`src/rtl/riscv_configs.v`:
```
// Core-wide configuration: datapath width shared by pipeline blocks.
`ifndef RISCV_CONFIGS_V
`define RISCV_CONFIGS_V
`ifndef XLEN
`define XLEN 32
`endif
`endif

```
`src/rtl/riscv_register_memory.sv`:
```
// Execute-to-memory pipeline register with one skid slot: full-throughput
// valid/ready handshake, o_ready decoded from state only, synchronous flush.
`ifndef NOINC
`include "riscv_configs.v"
`endif
`ifndef XLEN
`define XLEN 32
`endif

module riscv_register_memory #(
  parameter logic [`XLEN-1:0] REGISTER_INIT = '0
) (
  input  logic             i_clk,
  input  logic             i_rstn,
  input  logic             i_valid,
  output logic             o_ready,
  input  logic [`XLEN-1:0] i_register_d_0,
  input  logic [`XLEN-1:0] i_register_d_1,
  input  logic [`XLEN-1:0] i_register_d_2,
  input  logic [`XLEN-1:0] i_register_d_3,
  input  logic [`XLEN-1:0] i_register_d_4,
  input  logic [`XLEN-1:0] i_register_d_5,
  input  logic [`XLEN-1:0] i_register_d_6,
  input  logic [`XLEN-1:0] i_register_d_7,
  output logic             o_valid,
  input  logic             i_ready,
  output logic [`XLEN-1:0] o_register_q_0,
  output logic [`XLEN-1:0] o_register_q_1,
  output logic [`XLEN-1:0] o_register_q_2,
  output logic [`XLEN-1:0] o_register_q_3,
  output logic [`XLEN-1:0] o_register_q_4,
  output logic [`XLEN-1:0] o_register_q_5,
  output logic [`XLEN-1:0] o_register_q_6,
  output logic [`XLEN-1:0] o_register_q_7,
  input  logic             i_flush,
  output logic [1:0]       o_count
);

  typedef enum logic [1:0] {StEmpty, StBusy, StFull} state_e;

  state_e                   state_q, state_d;
  logic [7:0][`XLEN-1:0]    main_q, main_d;
  logic [7:0][`XLEN-1:0]    skid_q, skid_d;
  logic [7:0][`XLEN-1:0]    data_in;
  logic                     up_xfer;
  logic                     dn_xfer;

  assign data_in = {i_register_d_7, i_register_d_6, i_register_d_5, i_register_d_4,
                    i_register_d_3, i_register_d_2, i_register_d_1, i_register_d_0};

  always_comb begin
    o_valid = 1'b0;
    o_ready = 1'b0;
    o_count = 2'd0;
    unique case (state_q)
      StEmpty: begin
        o_ready = 1'b1;
      end
      StBusy: begin
        o_valid = 1'b1;
        o_ready = 1'b1;
        o_count = 2'd1;
      end
      StFull: begin
        o_valid = 1'b1;
        o_count = 2'd2;
      end
      default: ;
    endcase
  end

  assign up_xfer = i_valid & o_ready;
  assign dn_xfer = o_valid & i_ready;

  always_comb begin
    state_d = state_q;
    main_d  = main_q;
    skid_d  = skid_q;
    if (i_flush) begin
      // Flush wins over every transfer; data registers keep their contents.
      state_d = StEmpty;
    end else begin
      unique case (state_q)
        StEmpty: begin
          if (up_xfer) begin
            state_d = StBusy;
            main_d  = data_in;
          end
        end
        StBusy: begin
          if (up_xfer && dn_xfer) begin
            main_d = data_in;
          end else if (up_xfer) begin
            state_d = StFull;
            skid_d  = data_in;
          end else if (dn_xfer) begin
            state_d = StEmpty;
          end
        end
        StFull: begin
          if (dn_xfer) begin
            state_d = StBusy;
            main_d  = skid_q;
          end
        end
        default: state_d = StEmpty;
      endcase
    end
  end

  always_ff @(posedge i_clk or negedge i_rstn) begin
    if (!i_rstn) begin
      state_q <= StEmpty;
      main_q  <= {8{REGISTER_INIT}};
      skid_q  <= {8{REGISTER_INIT}};
    end else begin
      state_q <= state_d;
      main_q  <= main_d;
      skid_q  <= skid_d;
    end
  end

  assign o_register_q_0 = main_q[0];
  assign o_register_q_1 = main_q[1];
  assign o_register_q_2 = main_q[2];
  assign o_register_q_3 = main_q[3];
  assign o_register_q_4 = main_q[4];
  assign o_register_q_5 = main_q[5];
  assign o_register_q_6 = main_q[6];
  assign o_register_q_7 = main_q[7];

endmodule

```
`config.mk`:
```
export PLATFORM = sky130hd
export DESIGN_NAME = riscv_register_memory
export DESIGN_NICKNAME = d
export VERILOG_FILES = /design/src/rtl/riscv_register_memory.sv
export VERILOG_INCLUDE_DIRS = /design/src /design/src/rtl
export SDC_FILE = /design/constraint.sdc
export NUM_CORES = 1
export LEC_CHECK = 0
export CORE_MARGIN = 2
export CORE_UTILIZATION = 54
export DETAILED_ROUTE_END_ITERATION = 10
export PLACE_DENSITY = 0.86
export SETUP_SLACK_MARGIN = 0.5
export SKIP_LAST_GASP = 1
export SLEW_MARGIN = 20
export SYNTH_ARGS = -nofsm -noshare
export SYNTH_HDL_FRONTEND = slang
export SYNTH_SLANG_ARGS = --single-unit
```
`constraint.sdc`:
```
create_clock -name i_clk -period 4.25 [get_ports i_clk]
set_clock_uncertainty 0.15 [all_clocks]
set_input_delay 0.6375 -clock i_clk [delete_from_list [all_inputs] [get_ports i_clk]]
set_output_delay 0.6375 -clock i_clk [all_outputs]
set_load 0.005 [all_outputs]
```
==> results.yml <==
synthesis:
  yosysWarnings: 0
  synth_nets: 1941
  postSynthAreaPerCell_um2: 12.7
  synthCells: 1675
  ys_seq_area_share_pct: 60.5
  synth_area_mm2: 0.0213
  yosysUniqueCellTypes: 19
  ys_seq_elements: 514
layout:
  area_growth_pct: 34.4
  fin_util_pct: 73.7
  drive_gt1_share_pct: 16.4
  fillCellCount: 2495
  final_nets: 2427
  finalNonFillerCells: 2717
setup_path:
  r2r_end: "skid_q[90]"
  arrival_ns: 2.62
  critPathLaunch: "state_q[0]"
  reg2regPathDepth: 7
  startpoint_type: "flip-flop"
  r2r_start: "state_q[0]"
  crit_required_ns: 3.46
  critPathMaxFanout: 38
  critPathKind: "flip-flop to output pin"
  r2r_slack_ns: 1.41
  end_kind: "output pin"
clock_tree:
  post_cts_resized: 0
  cts_sinks: 514
  ctsHoldBuffers: 0
  cts_tree: "yes"
  clockBufferDepth: 3
  cts_max_level: 2
  cts-root-buf: "clkbuf_16"
  cts_setup_buffers: 0
  clk_pin_slew_ns: 0.06
  cts_made_buffers: 52
  clk_latency_ns: 0.59
floorplan:
  core_area_mm2: 0.0387
  start_util_pct: 54.9
  io_pins: 521
  die_width_um: 202
  rows: 72
  fp.dieH_um: 202
  die-area_mm2: 0.0410
detailed_routing:
  drt-wirelength-per-cell_um: 20.4
  ant_nets: 0
  drt_iter0_markers: 751
  dr.pass1.iters: 5
  drc: 0
  routed_wl_mm: 55.4
  vias: 14900
  via_per_inst: 5.48
outcome:
  status: "finished with violations"
  violations: "negative hold slack"
power_and_ir_drop:
  power_density_mw_per_mm2: 704
  peakVddDrop_v: 0.000406
  p_leak_nw: 11.3
placement:
  port_buffers: 520
  dp_slack_ns: 1.10
  hpwlAfterDp_mm: 37.3
  gp_congestion: 0.846
  dp_cells: 2625
timing:
  finalMaxSlewViolations: 0
  tightest_slew_ns: 1.00
  slew_headroom_pct: 33.1
  finalHoldViolCount: 8
  min_period_ns: 3.41
  tns_ns: 0
  rsz0062_at_grt: "false"
  period_share_pct: 80.3
  postLayoutSetupSlackWorst_ns: 0.838
  fmax_ghz: 0.293
  fin_hold_ws_ns: -0.0340
  setup-violations-final: 0
job:
  maxCapViolCount: 0
global_route:
  antenna_found_initial: 7
  grt_max_degree: 139
  grt-ovfl-total: 0
  grt_pass1_vias: 15800
  track_usage_pct: 26.9
  grt_pass1_wl_mm: 87.2
min_path:
  hold_class: "input pin to asynchronous set/reset pin"
## stage by stage
stage | cell area, um2 | total power [mW]
6_report | 28600 | 20.1
3_5_place_dp | 26900 | 15.8
4_1_cts | 28600 | 20.2
2_1_floorplan | 21300 | 11.8
3_3_place_gp | 26900 | 15.3
5_1_grt | 28600 | 21.2
## per-layer routing
| metal | GRT usage, % | vias up | wire, um |
|---|---|---|---|
| li1 | - | 6810 | - |
| met1 | 32.2 | 7453 | 21500 |
| met2 | 46.0 | 475 | 27800 |
| met3 | 6.59 | 142 | 3490 |
| met4 | 12.7 | 4 | 2580 |
| met5 | 0 | - | 31 |
## flip-flops by register name, indices dropped and copies added (netlist names)
signal	flops
o_register_q_0	32
o_register_q_1	32
o_register_q_2	32
o_register_q_3	32
o_register_q_4	32
o_register_q_5	32
o_register_q_6	32
o_register_q_7	32
skid_q	256
state_q	2
## placed cells by master, fill, tap and decap left out, types with 2 or more instances in the layout
| cell | count |
|---|---|
| diode_2 | 5 |
| nand2_1 | 2 |
| clkinvlp_4 | 2 |
| inv_1 | 2 |
| clkinv_2 | 6 |
| buf_12 | 11 |
| nor2b_1 | 2 |
| clkdlybuf4s50_1 | 519 |
| mux2_2 | 258 |
| ha_1 | 4 |
| a21oi_1 | 256 |
| mux2i_1 | 256 |
| clkbuf_16 | 53 |
| clkbuf_8 | 8 |
| nor2_1 | 260 |
| clkbuf_1 | 15 |
| dfrtp_1 | 514 |
| buf_4 | 14 |
| bufinv_16 | 2 |
## kinds of logic (layout without fill, tap and decap cells)
family,Yosys count,in the layout,synth area share [%]
multiplexers,514,514,25.7
flip-flops,514,514,60.5
AND/OR/NAND/NOR,268,268,4.80
AO/OA/AOI/OAI,258,258,6.20
buffers and inverters,115,634,2.43
adder cells (fa/ha/maj),5,5,0.294
XOR/XNOR,1,1,0.0412
other,0,5,0
## worst max-delay path: stages (launching register included)
cell and delay, ns:
dfrtp_1 0.43, inv_1 0.16, ha_4 0.20, buf_4 0.58
clkdlybuf4s50_1 0.66
## worst max path at each step
stage                              end  slack, ns  cells past startpoint
floorplan                    skid_q[0]       1.83                      7
global placement    o_register_q_3[21]       1.20                      7
detailed placement  o_register_q_2[18]       1.10                      7
CTS                         o_count[1]       0.83                      4
global route                o_count[1]       0.77                      4
finish                      o_count[1]       0.84                      4
## where the power goes
group / internal (mW) / switching, mW
registers: 7.32 / 1.35
clock network: 2.53 / 1.82
logic: 4.16 / 2.92
total: 14.0 / 6.09
## area by class of cell
type | instances | area (um2) | share of cell area, %
timing repair buffer | 545 | 5540 | 19.4
sequential | 514 | 12900 | 45.0
clock inverter | 11 | 114 | 0.399
multi-input combinational | 1046 | 7900 | 27.6
inverter | 2 | 7.51 | 0.0263
tap | 518 | 648 | 2.27
antenna | 5 | 12.5 | 0.0438
clock buffer | 76 | 1490 | 5.23
## cell usage after synthesis
library cell    n  share of area, %
nor2b_1         2             0.059
buf_2          68               1.6
a221oi_1        1             0.041
nor2_1        260               4.6
or2_2           1             0.029
a2111oi_4       1              0.13
nor3b_1         1             0.035
inv_1           2             0.035
mux2_2        258                14
nand2_1         2             0.035
a21oi_1       256               6.0
nand3_1         1             0.024
buf_1           2             0.035
mux2i_1       256                12
clkbuf_1       43              0.76
dfrtp_1       514                61
ha_1            5              0.29
or2_1           1             0.029
xor2_1          1             0.041
No activity file was read; power rests on OpenSTA's default activity.
